[src/rtl/spice_step_sched.sv]
// Time-multiplexed node-integration scheduler: accumulates per-node current contributions for a
// timestep, then sweeps one shared adder across the node register file to commit voltages.
module spice_step_sched #(
    parameter int unsigned W  = 16,
    parameter int unsigned N  = 16,
    parameter int unsigned AW = 4
) (
    input  logic                eclk,
    input  logic                ereset_n,
    input  logic                clr,
    input  logic                start,
    input  logic                in_valid,
    output logic                in_ready,
    input  logic [AW-1:0]       in_node,
    input  logic signed [W-1:0] in_i,
    input  logic                in_last,
    input  logic [AW-1:0]       rd_addr,
    output logic signed [W-1:0] rd_v,
    output logic                busy,
    output logic                step_done,
    output logic [15:0]         step_count
);

    typedef enum logic [1:0] {StIdle, StAccum, StCommit} state_e;

    localparam logic [AW-1:0] LastNode = AW'(N - 1);
    localparam logic [AW-1:0] FirstNode = AW'(1);

    state_e              state_q;
    logic [AW-1:0]       ptr_q;
    logic signed [W-1:0] v_q   [N];
    logic signed [W-1:0] acc_q [N];

    logic in_hit;
    logic rd_hit;

    // Ground and out-of-range nodes never touch the register file.
    assign in_hit = (in_node != '0) && (int'(in_node) < int'(N));
    assign rd_hit = (rd_addr != '0) && (int'(rd_addr) < int'(N));

    // acc_q is read straight from the flops every cycle, so a beat always sees the sum written
    // by the beat on the previous edge; back-to-back hits on one node cannot lose an add.
    always_ff @(posedge eclk or negedge ereset_n) begin
        if (!ereset_n) begin
            state_q    <= StIdle;
            ptr_q      <= FirstNode;
            in_ready   <= 1'b0;
            busy       <= 1'b0;
            step_done  <= 1'b0;
            step_count <= '0;
            rd_v       <= '0;
            for (int n = 0; n < int'(N); n++) begin
                v_q[n]   <= '0;
                acc_q[n] <= '0;
            end
        end else begin
            step_done <= 1'b0;
            rd_v      <= rd_hit ? v_q[rd_addr] : '0;

            unique case (state_q)
                StIdle: begin
                    if (clr) begin
                        for (int n = 0; n < int'(N); n++) begin
                            v_q[n]   <= '0;
                            acc_q[n] <= '0;
                        end
                    end
                    if (start) begin
                        state_q  <= StAccum;
                        in_ready <= 1'b1;
                        busy     <= 1'b1;
                    end
                end

                StAccum: begin
                    if (in_valid) begin
                        if (in_hit) begin
                            acc_q[in_node] <= acc_q[in_node] + in_i;
                        end
                        if (in_last) begin
                            state_q  <= StCommit;
                            in_ready <= 1'b0;
                            ptr_q    <= FirstNode;
                        end
                    end
                end

                StCommit: begin
                    v_q[ptr_q]   <= v_q[ptr_q] + acc_q[ptr_q];
                    acc_q[ptr_q] <= '0;
                    if (ptr_q == LastNode) begin
                        state_q    <= StIdle;
                        busy       <= 1'b0;
                        step_done  <= 1'b1;
                        step_count <= step_count + 16'd1;
                    end else begin
                        ptr_q <= ptr_q + FirstNode;
                    end
                end

                default: state_q <= StIdle;
            endcase
        end
    end

endmodule

[config.mk]
export PLATFORM = sky130hd
export DESIGN_NAME = spice_step_sched
export DESIGN_NICKNAME = d
export VERILOG_FILES = /design/src/rtl/spice_step_sched.sv
export SDC_FILE = /design/constraint.sdc
export NUM_CORES = 1
export LEC_CHECK = 0
export ABC_AREA = 1
export BUFFER_PORTS_ARGS = -buffer_cell sky130_fd_sc_hd__buf_2
export CAP_MARGIN = 20
export CORE_ASPECT_RATIO = 1.2
export CORE_MARGIN = 4
export CORE_UTILIZATION = 55
export DETAILED_ROUTE_END_ITERATION = 7
export PLACE_DENSITY = 0.74
export SYNTH_ARGS = -nofsm -noshare
export SYNTH_HDL_FRONTEND = slang
export SYNTH_SLANG_ARGS = --single-unit
[constraint.sdc]
create_clock -name eclk -period 6.68 [get_ports eclk]
set_input_delay 2.004 -clock eclk [delete_from_list [all_inputs] [get_ports eclk]]
set_output_delay 2.004 -clock eclk [all_outputs]
set_load 0.02 [all_outputs]
Word-level counts from Yosys, hierarchy flattened
Index checks and enable logic that the tools add are counted.
{"block": "totals", "word_cells": 120, "regBits": 553, "out_inout_bits": 35, "in_bits": 30}
{"block": "classes", "n_bitwise": 5, "muxes": 41, "n_reduce_logical": 16, "n_eq_ne": 10, "n_addsub": 4, "n_lt_le_gt_ge": 5}
{"cell": "two-way mux 256 bit", "count": 3}
{"cell": "case mux 256 bit (3 select lines)", "count": 1}
{"cell": "bitwise mux 256 bit", "count": 2}
{"cell": "case mux 256 bit (2 select lines)", "count": 1}
{"cell": "bitwise AND 256 bit", "count": 1}
{"cell": "binary-select mux 16 bit (select 4 bit)", "count": 4}
{"cell": "inverter 256 bit", "count": 1}
{"cell": "two-way mux 16 bit", "count": 11}
{"cell": "demux 16 bit (select 4 bit)", "count": 2}
{"cell": "adder 16 bit", "count": 2}
{"cell": "adder 16 x 1 -> 16 bit (second input constant)", "count": 1}
{"cell": "AND reduction 4 bit", "count": 4}
{"cell": "greater-or-equal comparator 5 bit (second input constant)", "count": 3}
{"cell": "inverter 4 -> 5 bit", "count": 3}
{"cell": "!= test 2 bit (second input constant)", "count": 7}
{"cell": "two-way mux 4 bit", "count": 3}
{"cell": "less-than comparator 5 x 1 -> 1 bit (second input constant)", "count": 2}
{"cell": "two-way mux 2 bit", "count": 4}
{"cell": "case mux 4 bit (2 select lines)", "count": 1}
{"cell": "nonzero test 4 bit", "count": 2}
{"cell": "two-way mux 1 bit", "count": 6}
{"cell": "case mux 2 bit (3 select lines)", "count": 1}
{"cell": "nonzero test 2 bit", "count": 3}
{"cell": "adder 4 x 1 -> 4 bit (second input constant)", "count": 1}
{"cell": "9 further kinds", "count": 12}

Logic depth before layout (Yosys ltp)
Gate-level depths: netlist of the first run.
{"block": "logic_depth", "ltp_word": 9, "mapped_depth": 23, "ltp_nobuf": 20}

Worst setup path before layout of the first run
Ideal clock, no wire load.
{"block": "synth_timing", "path_type": "in2reg", "start": "in in_node[0]", "end": "reg acc_q[170] (netlist bit)", "slack_ns": 1.594, "t_arrival_ns": 4.955, "setup_time_ns": 0.131, "cell_stages": 21, "path_cell_list": "buf_2 > buf_4 > nand2_1 > buf_2 > buf_2 > o22ai_1 > o21ai_0 > nand4_1 > ha_1 > fa_1 > nand3_1 > nand2_1 > nand2_1 > nand2_1 > nand2_1 > nand2_1 > xnor2_2 > buf_2 > nor2_1 > o21ai_0 > o21ai_0"}
{"block": "synth_via", "elab_chain_cells": 9, "word_cells_on_any_way": 17}
{"element": "start, declared", "line_no": "14", "rtl": "input logic [AW-1:0] in_node,"}
{"element": "inverter 4 -> 5 bit (not written as such)", "line_no": "78", "rtl": "acc_q[in_node] <= acc_q[in_node] + in_i;"}
{"element": "binary-select mux 16 bit (select 4 bit), or another cell as far along", "line_no": "78"}
{"element": "two-way mux 16 bit (not written as such) or logical AND 1 bit (tied branches)", "line_no": "78"}
{"element": "two-way mux 16 bit (not written as such)", "line_no": "78"}
{"element": "adder 16 bit or demux 16 bit (select 4 bit) (tied branches)", "line_no": "78"}
{"element": "bitwise mux 256 bit", "line_no": "78"}
{"element": "two-way mux 256 bit", "line_no": "77", "rtl": "if (in_hit) begin"}
{"element": "two-way mux 256 bit", "line_no": "76", "rtl": "if (in_valid) begin"}
{"element": "case mux 256 bit (3 select lines)", "line_no": "60", "rtl": "unique case (state_q)"}
{"element": "end signal, assigned by index", "line_no": "78"}
{"element": "end, declared", "line_no": "32", "rtl": "logic signed [W-1:0] acc_q [N];"}
Several ways; a longest one is shown, not always the timed one. The select of a mux whose other input is x is not followed.
A chain may end at the register's enable or synchronous reset.

Worst setup path in the final report of the first run
{"block": "layout_timing", "start": "in in_node[1]", "end": "reg acc_q[125] (netlist bit)"}
Same word-level chain as after synthesis.

==> qor.txt, run 1 <==
=====================================================================================
Post-route design area .................................................  35,400 um^2
Chip Height ............................................................     275.7 um
Post-detailed-routing wire length ......................................   121,500 um
HPWL reported at the end of detailed placement .........................    79,480 um
Number of nets in the finished design ..................................        4,446
Number of antenna violations at the first check in global routing ......            3
Worst Reg-to-Reg Cells .................................................           13
Wire length of the first global-routing pass ...........................   185,100 um
Clock H-tree levels ....................................................            2
Worst IR Drop VDD ......................................................     1.058 mV
Synth Area per Inst ....................................................   7.334 um^2
Detail-routed via count per cell .......................................        6.396
Clock tree root driver cell ............................................ sky130_fd_sc_hd__clkbuf_16
Detailed Routing Iterations Pass 1 .....................................            8
Horiz. Die Dim .........................................................     231.0 um
Congestion Overflow GR .................................................            0
Total global routing track utilization .................................       37.22%
Share of layout cells above drive strength 1 ...........................       7.290%
Final count of negative-setup-slack endpoints ..........................            0
Most frequent standard cell in the layout excluding fill and tap cells . sky130_fd_sc_hd__nand2_1
DRT iter0 DRCs .........................................................        4,895
Post-placement cell area ...............................................  33,460 um^2
Launching point of the worst reg2reg path .............................. ptr_q[0]$_DFFE_PN1P_
GPL Wtd Cong ...........................................................       0.9767
Setup TNS ..............................................................         0 ps
Crit-path cells ........................................................ buf_2 > inv_1 > nor2_2 > inv_2 > buf_4 > o22ai_1 > o21ai_0 > nand4_1 > ha_1 > nand2_1 > inv_1 > a21oi_1 > inv_1 > a21oi_1 > nand3b_1 > nand3_1 > nand2_1 > nand2_1 > o21ai_0
Total power divided by cell area ....................................... 391.2 nW/um^2
Final Hold Violating Endpoints .........................................            0
Maximum cell stage delay along the critical path .......................       570 ps
Max-Slew Margin vs Limit ...............................................       22.96%
Total buffers and inverters traversed by the critical path .............            6
Ratio of final minimum period to clock period ..........................       85.94%
Clock skew .............................................................     25.69 ps
Vias in the first global route .........................................       31,531
Warnings from Yosys ....................................................            0
Sequential-to-total area share from yosys stat .........................       42.15%
Placement Rows .........................................................           97
Highest-count cells in the layout ignoring fill and taps ............... sky130_fd_sc_hd__nand2_1 (746), sky130_fd_sc_hd__o21ai_0 (689), sky130_fd_sc_hd__dfrtp_1 (551)
Worst Tran Pin Value ...................................................      1154 ps
Area of the mapped netlist .............................................  32,840 um^2
Die outline area .......................................................  63,690 um^2
Crit path max-delay cell type .......................................... sky130_fd_sc_hd__nand3b_1
Critical path data required time .......................................      7170 ps
Max-capacitance violation count ........................................            0
Antenna-violating nets left ............................................            0
Clock network latency to the later pin of the worst-skew pair ..........       640 ps
Clock-pin transition on the worst setup and hold timing paths ..........        60 ps
Critical path launch point type ........................................    input pin
Hold EP ................................................................ step_count[15]$_DFFE_PN0P_
Library cells used by synthesis ........................................           51
Worst hold path type ...................................................      reg2reg
Post-Place Cells .......................................................        5,107
Top delay family on crit path .......................................... buffers and inverters
Area growth, synth to finish ...........................................       7.800%
PortBufs ...............................................................           64
Count of non-filler cells in the finished layout .......................        5,210
Crit. path cell count ..................................................           19
Setup repair after global routing missed its margin ....................        false
Avg WL per Cell ........................................................     23.31 um
Leak pwr ...............................................................   0.01549 uW
Core outline area ......................................................  58,740 um^2
Longest Clk Path Bufs ..................................................            3
Cell count of the worst hold path ......................................            1
Register-to-register setup slack .......................................      1370 ps
Max frequency ..........................................................   0.1742 GHz
Total clock buffers created by CTS .....................................           58
Startpoint-to-endpoint class of the critical path ......................       in2reg
# resized after CTS ....................................................            0
Number of enable-type register cells in the synthesized netlist ........            0
Largest net degree at the start of global routing ......................          137
Number of instances in the synthesized netlist .........................        4,477
Buffers inserted during post-CTS setup optimization ....................            0
Main synth FF type ..................................................... sky130_fd_sc_hd__dfrtp_1
Via Count ..............................................................       33,321
Run status ............................................................. finished with violations
Category of the worst setup path capture point .........................     register
Maximum fanout count along the critical path ...........................           29
Worst reg2reg path endpoint ............................................ v_q[173]$_DFFE_PN0P_
FFs w/ async S/R, synth ................................................       100.0%
Num ports ..............................................................           65
Clock Sinks ............................................................          553
Start point of the worst hold path ..................................... step_count[15]$_DFFE_PN0P_
Number of synthesized register bits ....................................          553
Initial standard-cell utilization of the core ..........................       55.90%
Failing checks .........................................................          DRC
Hold Buf Count CTS .....................................................            0
Data arrival time of the critical path .................................      6230 ps
Number of max-slew violations in the final report ......................            0
Clock tree from TritonCTS ..............................................        built
Post-route minimum period ..............................................      5741 ps
FILL cells .............................................................        5,555
Total DRC errors in the routed layout ..................................            2
CP Launch Point ........................................................   in_node[1]
Syn Nets ...............................................................        4,548
=====================================================================================
==> flip-flops by register name, indices dropped and copies added, names as in the netlist <==
name,flops
rd_v,16
step_done,1
step_count,16
acc_q,256
ptr_q,4
in_ready,1
busy,1
v_q,256
state_q,2
==> worst max-delay path by stage <==
stage                                         to
after detailed placement  acc_q[125]$_DFFE_PN0P_
after floorplan           acc_q[170]$_DFFE_PN0P_
after global routing      acc_q[110]$_DFFE_PN0P_
after global placement     acc_q[47]$_DFFE_PN0P_
final                     acc_q[125]$_DFFE_PN0P_
after CTS                 acc_q[223]$_DFFE_PN0P_
==> power breakdown <==
group,switching [uW],internal [uW],leakage [uW]
combinational,5300,1450,0.00685
clock,1410,1970,0.000949
sequential,180,3530,0.00769
total,6900,6950,0.0155
==> per-layer routing <==
metal	GRT usage (%)	up-vias	share of wire [%]
li1	-	15013	-
met5	0	-	0.021
met1	46.78	15556	37
met4	22.94	4	7.1
met3	7.133	516	10
met2	59.66	2232	46
==> layout make-up <==
cell class	instances	area (um^2)	share of cell area [%]
clock inverters	12	191.4	0.5408
well taps	792	991.0	2.800
multi-input cells	3085	15640	44.17
clock buffers	90	1743	4.924
repair buffers	126	908.4	2.566
inverters	551	2077	5.868
diodes	1	2.502	0.007070
flip-flops and latches	553	13850	39.12
==> stage by stage <==
stage                     setup slack, ps  utilization, %  hold WS (ps)  total power (uW)
final                               939.3           60.26         466.0             13850
after global routing                669.5           60.26         472.9             14350
after CTS                            1124           60.25         469.8             13590
after detailed placement            517.0           56.96         461.9             10250
after global placement              585.2           56.91         455.2             10220
after floorplan                      1594               -         448.8              7965
==> cells by family after synthesis <==
logic type | share of synthesized area (%)
AO/OA/AOI/OAI | 28.79
adder cells (fa/ha/maj) | 1.608
AND/OR/NAND/NOR | 16.26
buffers and inverters | 10.28
XOR/XNOR | 0.9183
flip-flops | 42.15
==> synthesized netlist by cell type, types with 22 or more instances <==
cell type,n,area (um^2)
sky130_fd_sc_hd__nand2_1,747,2804
sky130_fd_sc_hd__o21ai_0,689,3448
sky130_fd_sc_hd__dfrtp_1,552,13810
sky130_fd_sc_hd__a21oi_1,546,2733
sky130_fd_sc_hd__inv_1,509,1911
sky130_fd_sc_hd__o22ai_1,294,1839
sky130_fd_sc_hd__nor2_1,229,859.6
sky130_fd_sc_hd__nand3_1,172,860.8
sky130_fd_sc_hd__clkbuf_1,157,589.3
sky130_fd_sc_hd__o21ai_1,108,540.5
sky130_fd_sc_hd__buf_2,92,460.4
sky130_fd_sc_hd__o21bai_1,42,315.3
sky130_fd_sc_hd__ha_1,39,488.0
sky130_fd_sc_hd__inv_2,37,138.9
sky130_fd_sc_hd__nand4_1,28,175.2
sky130_fd_sc_hd__o211ai_1,26,195.2
sky130_fd_sc_hd__nor2_2,25,156.4
sky130_fd_sc_hd__or4_1,22,165.2
(Power assumes the default switching activity.)
==> run 2, diff against run 1 <==
--- a/config.mk
+++ b/config.mk
@@ -5,7 +5,6 @@
 export SDC_FILE = /design/constraint.sdc
 export NUM_CORES = 1
 export LEC_CHECK = 0
-export ABC_AREA = 1
 export BUFFER_PORTS_ARGS = -buffer_cell sky130_fd_sc_hd__buf_2
 export CAP_MARGIN = 20
 export CORE_ASPECT_RATIO = 1.2
==> qor.txt, run 2 <==
=====================================================================================
Placement Rows .........................................................           92   -5.2%
Initial standard-cell utilization of the core ..........................       55.76%   -0.14 points
Number of synthesized register bits ....................................          553   unchanged
Net switching power of the design ......................................      3504 uW   -49%
Hold EP ................................................................ step_count[15]$_DFFE_PN0P_
Max frequency ..........................................................   0.1747 GHz   +0.26%
Num ports ..............................................................           65   unchanged
Worst IR Drop VDD ......................................................    0.2936 mV   -72%
Category of the worst setup path capture point .........................     register
Leading cell type by number of instances after synthesis ............... sky130_fd_sc_hd__dfrtp_1
Cell type contributing the most total cell area after synthesis ........ sky130_fd_sc_hd__dfrtp_1
Avg WL per Cell ........................................................     28.89 um   +24%
Final count of negative-setup-slack endpoints ..........................            0   unchanged
Most frequent standard cell in the layout excluding fill and tap cells . sky130_fd_sc_hd__dfrtp_1
Area of the mapped netlist .............................................  29,330 um^2   -11%
GPL Wtd Cong ...........................................................       0.9453   -3.2%
Sequential-to-total area share from yosys stat .........................       47.18%   +5.0 points
Worst reg2reg path endpoint ............................................ v_q[221]$_DFFE_PN0P_
Hold Buf Count CTS .....................................................            0   unchanged
# resized after CTS ....................................................            0   unchanged
Maximum fanout count along the critical path ...........................           34   +17%
Highest-count cells in the layout ignoring fill and taps ............... sky130_fd_sc_hd__dfrtp_1 (549), sky130_fd_sc_hd__nand2_1 (336), sky130_fd_sc_hd__mux4_2 (318)
Clock H-tree levels ....................................................            2   unchanged
Setup repair after global routing missed its margin ....................        false
Run status ............................................................. finished, final reports clean
Final Hold Violating Endpoints .........................................            0   unchanged
Clock network latency to the later pin of the worst-skew pair ..........       630 ps   about the same
Clock tree root driver cell ............................................ sky130_fd_sc_hd__clkbuf_16
Max-Slew Margin vs Limit ...............................................       18.75%   -4.2 points
Number of max-slew violations in the final report ......................            0   unchanged
Number of instances in the synthesized netlist .........................        2,289   -49%
Library cells used by synthesis ........................................           60   +18%
Leak pwr ...............................................................   0.01410 uW   -9.0%
Post-Place Cells .......................................................        2,937   -42%
DRT iter0 DRCs .........................................................        2,679   -45%
Total power divided by cell area ....................................... 294.5 nW/um^2   -25%
Start point of the worst hold path ..................................... step_count[15]$_DFFE_PN0P_
Register-to-register setup slack .......................................      1500 ps   +130 ps
Main synth FF type ..................................................... sky130_fd_sc_hd__dfrtp_1
Die outline area .......................................................  57,110 um^2   -10%
Via Count ..............................................................       21,859   -34%
Warnings from Yosys ....................................................            0   unchanged
PortBufs ...............................................................           64   unchanged
Ratio of final minimum period to clock period ..........................       85.71%   -0.22 points
Longest Clk Path Bufs ..................................................            3   unchanged
Largest registers in the final layout .................................. acc_q: 256 flops, v_q: 256 flops
Clock tree from TritonCTS ..............................................        built
Total DRC errors in the routed layout ..................................            0   -2
Count of non-filler cells in the finished layout .......................        3,045   -42%
Number of nets in the finished design ..................................        2,369   -47%
Wire length of the first global-routing pass ...........................   135,000 um   -27%
Chip Height ............................................................     261.0 um   -5.3%
Setup WS post-layout ...................................................     954.3 ps   +14.93 ps
Top post-synthesis cells by count ...................................... sky130_fd_sc_hd__dfrtp_1 (552), sky130_fd_sc_hd__nand2_1 (336), sky130_fd_sc_hd__mux4_2 (318)
Largest net degree at the start of global routing ......................          153   +12%
Vias in the first global route .........................................       22,466   -29%
Maximum cell stage delay along the critical path .......................       600 ps   +30 ps
Worst Tran Pin Value ...................................................      1214 ps   +59.82 ps
Syn Nets ...............................................................        2,360   -48%
Antenna-violating nets left ............................................            0   unchanged
Data arrival time of the critical path .................................      6200 ps   -30 ps
Total clock buffers created by CTS .....................................           57   -1.7%
Combinational cell fraction of total power .............................        27.4%   -21 points
Internal Power .........................................................      6040 uW   -13%
Detail-routed via count per cell .......................................        7.179   +12%
Setup Slack @ Placement ................................................     368.8 ps   -148.2 ps
FFs w/ async S/R, synth ................................................       100.0%   unchanged
Max-capacitance violation count ........................................            0   unchanged
Switching fraction of total power ......................................       36.71%   -13 points
HPWL reported at the end of detailed placement .........................    58,430 um   -26%
Cell count of the worst hold path ......................................            1   unchanged
Crit path max-delay cell type .......................................... sky130_fd_sc_hd__mux4_2
Congestion Overflow GR .................................................            0   unchanged
Horiz. Die Dim .........................................................     218.8 um   -5.3%
Post-route minimum period ..............................................      5726 ps   -14.94 ps
Crit-path cells ........................................................ buf_4 > mux4_2 > mux4_2 > ha_1 > a21oi_1 > nor2_1 > o311a_1 > o2111a_1 > a311oi_1 > xnor2_1 > buf_4 > o21ai_0
Post-detailed-routing wire length ......................................    87,980 um   -28%
Number of enable-type register cells in the synthesized netlist ........            0   unchanged
Clock power frac .......................................................        35.2%   +11 points
Worst Reg-to-Reg Cells .................................................           11   -2
Worst hold path type ...................................................      reg2reg
Total Power ............................................................      9544 uW   -31%
Launching point of the worst reg2reg path .............................. ptr_q[0]$_DFFE_PN1P_
Critical path data required time .......................................      7150 ps   -20 ps
Share of layout cells above drive strength 1 ...........................       24.93%   +18 points
CP Launch Point ........................................................   in_node[0]
Startpoint-to-endpoint class of the critical path ......................       in2reg
Total global routing track utilization .................................       31.19%   -6.0 points
Leading post-synthesis cells by cell area .............................. sky130_fd_sc_hd__dfrtp_1 (47%), sky130_fd_sc_hd__mux4_2 (24%), sky130_fd_sc_hd__a22o_1 (7.5%)
Core outline area ......................................................  52,610 um^2   -10%
Synth Area per Inst ....................................................   12.81 um^2   +75%
Clock-pin transition on the worst setup and hold timing paths ..........        60 ps   about the same
Setup TNS ..............................................................         0 ps   unchanged
Area fraction of the dominant cell type after synthesis ................       47.09%   +5.0 points
Detailed Routing Iterations Pass 1 .....................................            6   -2
Clock skew .............................................................     26.87 ps   +1.177 ps
Buffers inserted during post-CTS setup optimization ....................            0   unchanged
Sequential cell fraction of total power ................................        37.4%   +11 points
Clock Sinks ............................................................          553   unchanged
Area growth, synth to finish ...........................................       10.48%
Number of antenna violations at the first check in global routing ......            0   -3
Critical path launch point type ........................................    input pin
=====================================================================================
## run 2: cell types whose count changed after synthesis, moves of 250 or more
cell	change
sky130_fd_sc_hd__o22ai_1	-292
sky130_fd_sc_hd__nand2_1	-411
sky130_fd_sc_hd__a21oi_1	-522
sky130_fd_sc_hd__o21ai_0	-445
sky130_fd_sc_hd__mux4_2	+318
sky130_fd_sc_hd__a22o_1	+250
sky130_fd_sc_hd__inv_1	-494
## run 2: worst max-delay path: cells and delay by family
kind / cells / cell delay [ps]
compound gates: 5 / 1670
simple gates: 1 / 110
buf+inv: 2 / 800
fa+ha+maj: 1 / 280
mux: 2 / 1100
xor+xnor: 1 / 180
## run 2: per-layer routing
metal / routed length (um) / share of wire, % / vias up / GRT usage [%]
li1: - / - / 8815 / -
met4: 5380 / 6.1 / 0 / 16.73
met5: 0 / 0 / - / 0
met3: 9331 / 11 / 384 / 7.694
met1: 30490 / 35 / 11212 / 39.43
met2: 42780 / 49 / 1448 / 50.24
## run 2: layout make-up
cell class | count | area, um^2
Timing Repair Buffer | 133 | 973.4
Clock inverter | 19 | 267.8
Inverter | 15 | 56.30
Clock buffer | 81 | 1697
Tap cell | 705 | 882.1
Fill cell | 3967 | 20200
Multi-Input combinational cell | 1538 | 14680
Antenna cell | 1 | 2.502
Sequential cell | 553 | 13850
## run 2: how the worst max path moves through the flow
stage                              to  cells after the start
3_3_place_gp    acc_q[29]$_DFFE_PN0P_                     12
6_report        acc_q[63]$_DFFE_PN0P_                     12
4_1_cts         acc_q[63]$_DFFE_PN0P_                     12
5_1_grt         acc_q[63]$_DFFE_PN0P_                     12
3_5_place_dp    acc_q[79]$_DFFE_PN0P_                     12
2_1_floorplan  acc_q[108]$_DFFE_PN0P_                     15
## run 2: through the flow
step	cell area, um^2	util (%)	hold WS [ps]
6_report	32410	61.60	463.4
5_1_grt	32400	61.60	492.0
3_5_place_dp	30380	57.76	457.6
4_1_cts	32350	61.49	467.6
2_1_floorplan	29330	-	460.9
3_3_place_gp	30350	57.69	452.5
## run 2: power by group through the flow
stage                     Clock (uW)  Combinational (uW)  Sequential (uW)
final                           3360                2610             3570
after detailed placement           0                2510             3620
after global placement             0                2460             3620
after CTS                       3390                2520             3560
after floorplan                    0                1530             3490
after global routing            3510                2670             3570
## run 2: kinds of logic (layout without fill, tap and decap cells)
kind of cell	Yosys count	in the layout	synth area share [%]
AOI/OAI and AO/OA	620	620	14.77
xor gates and xnor gates	43	43	1.335
adders and majority gates	41	41	1.800
buffers and inverters	198	248	2.811
DFF	553	553	47.18
muxes	324	324	24.63
other	0	1	0
and+or+nand+nor	510	510	7.469
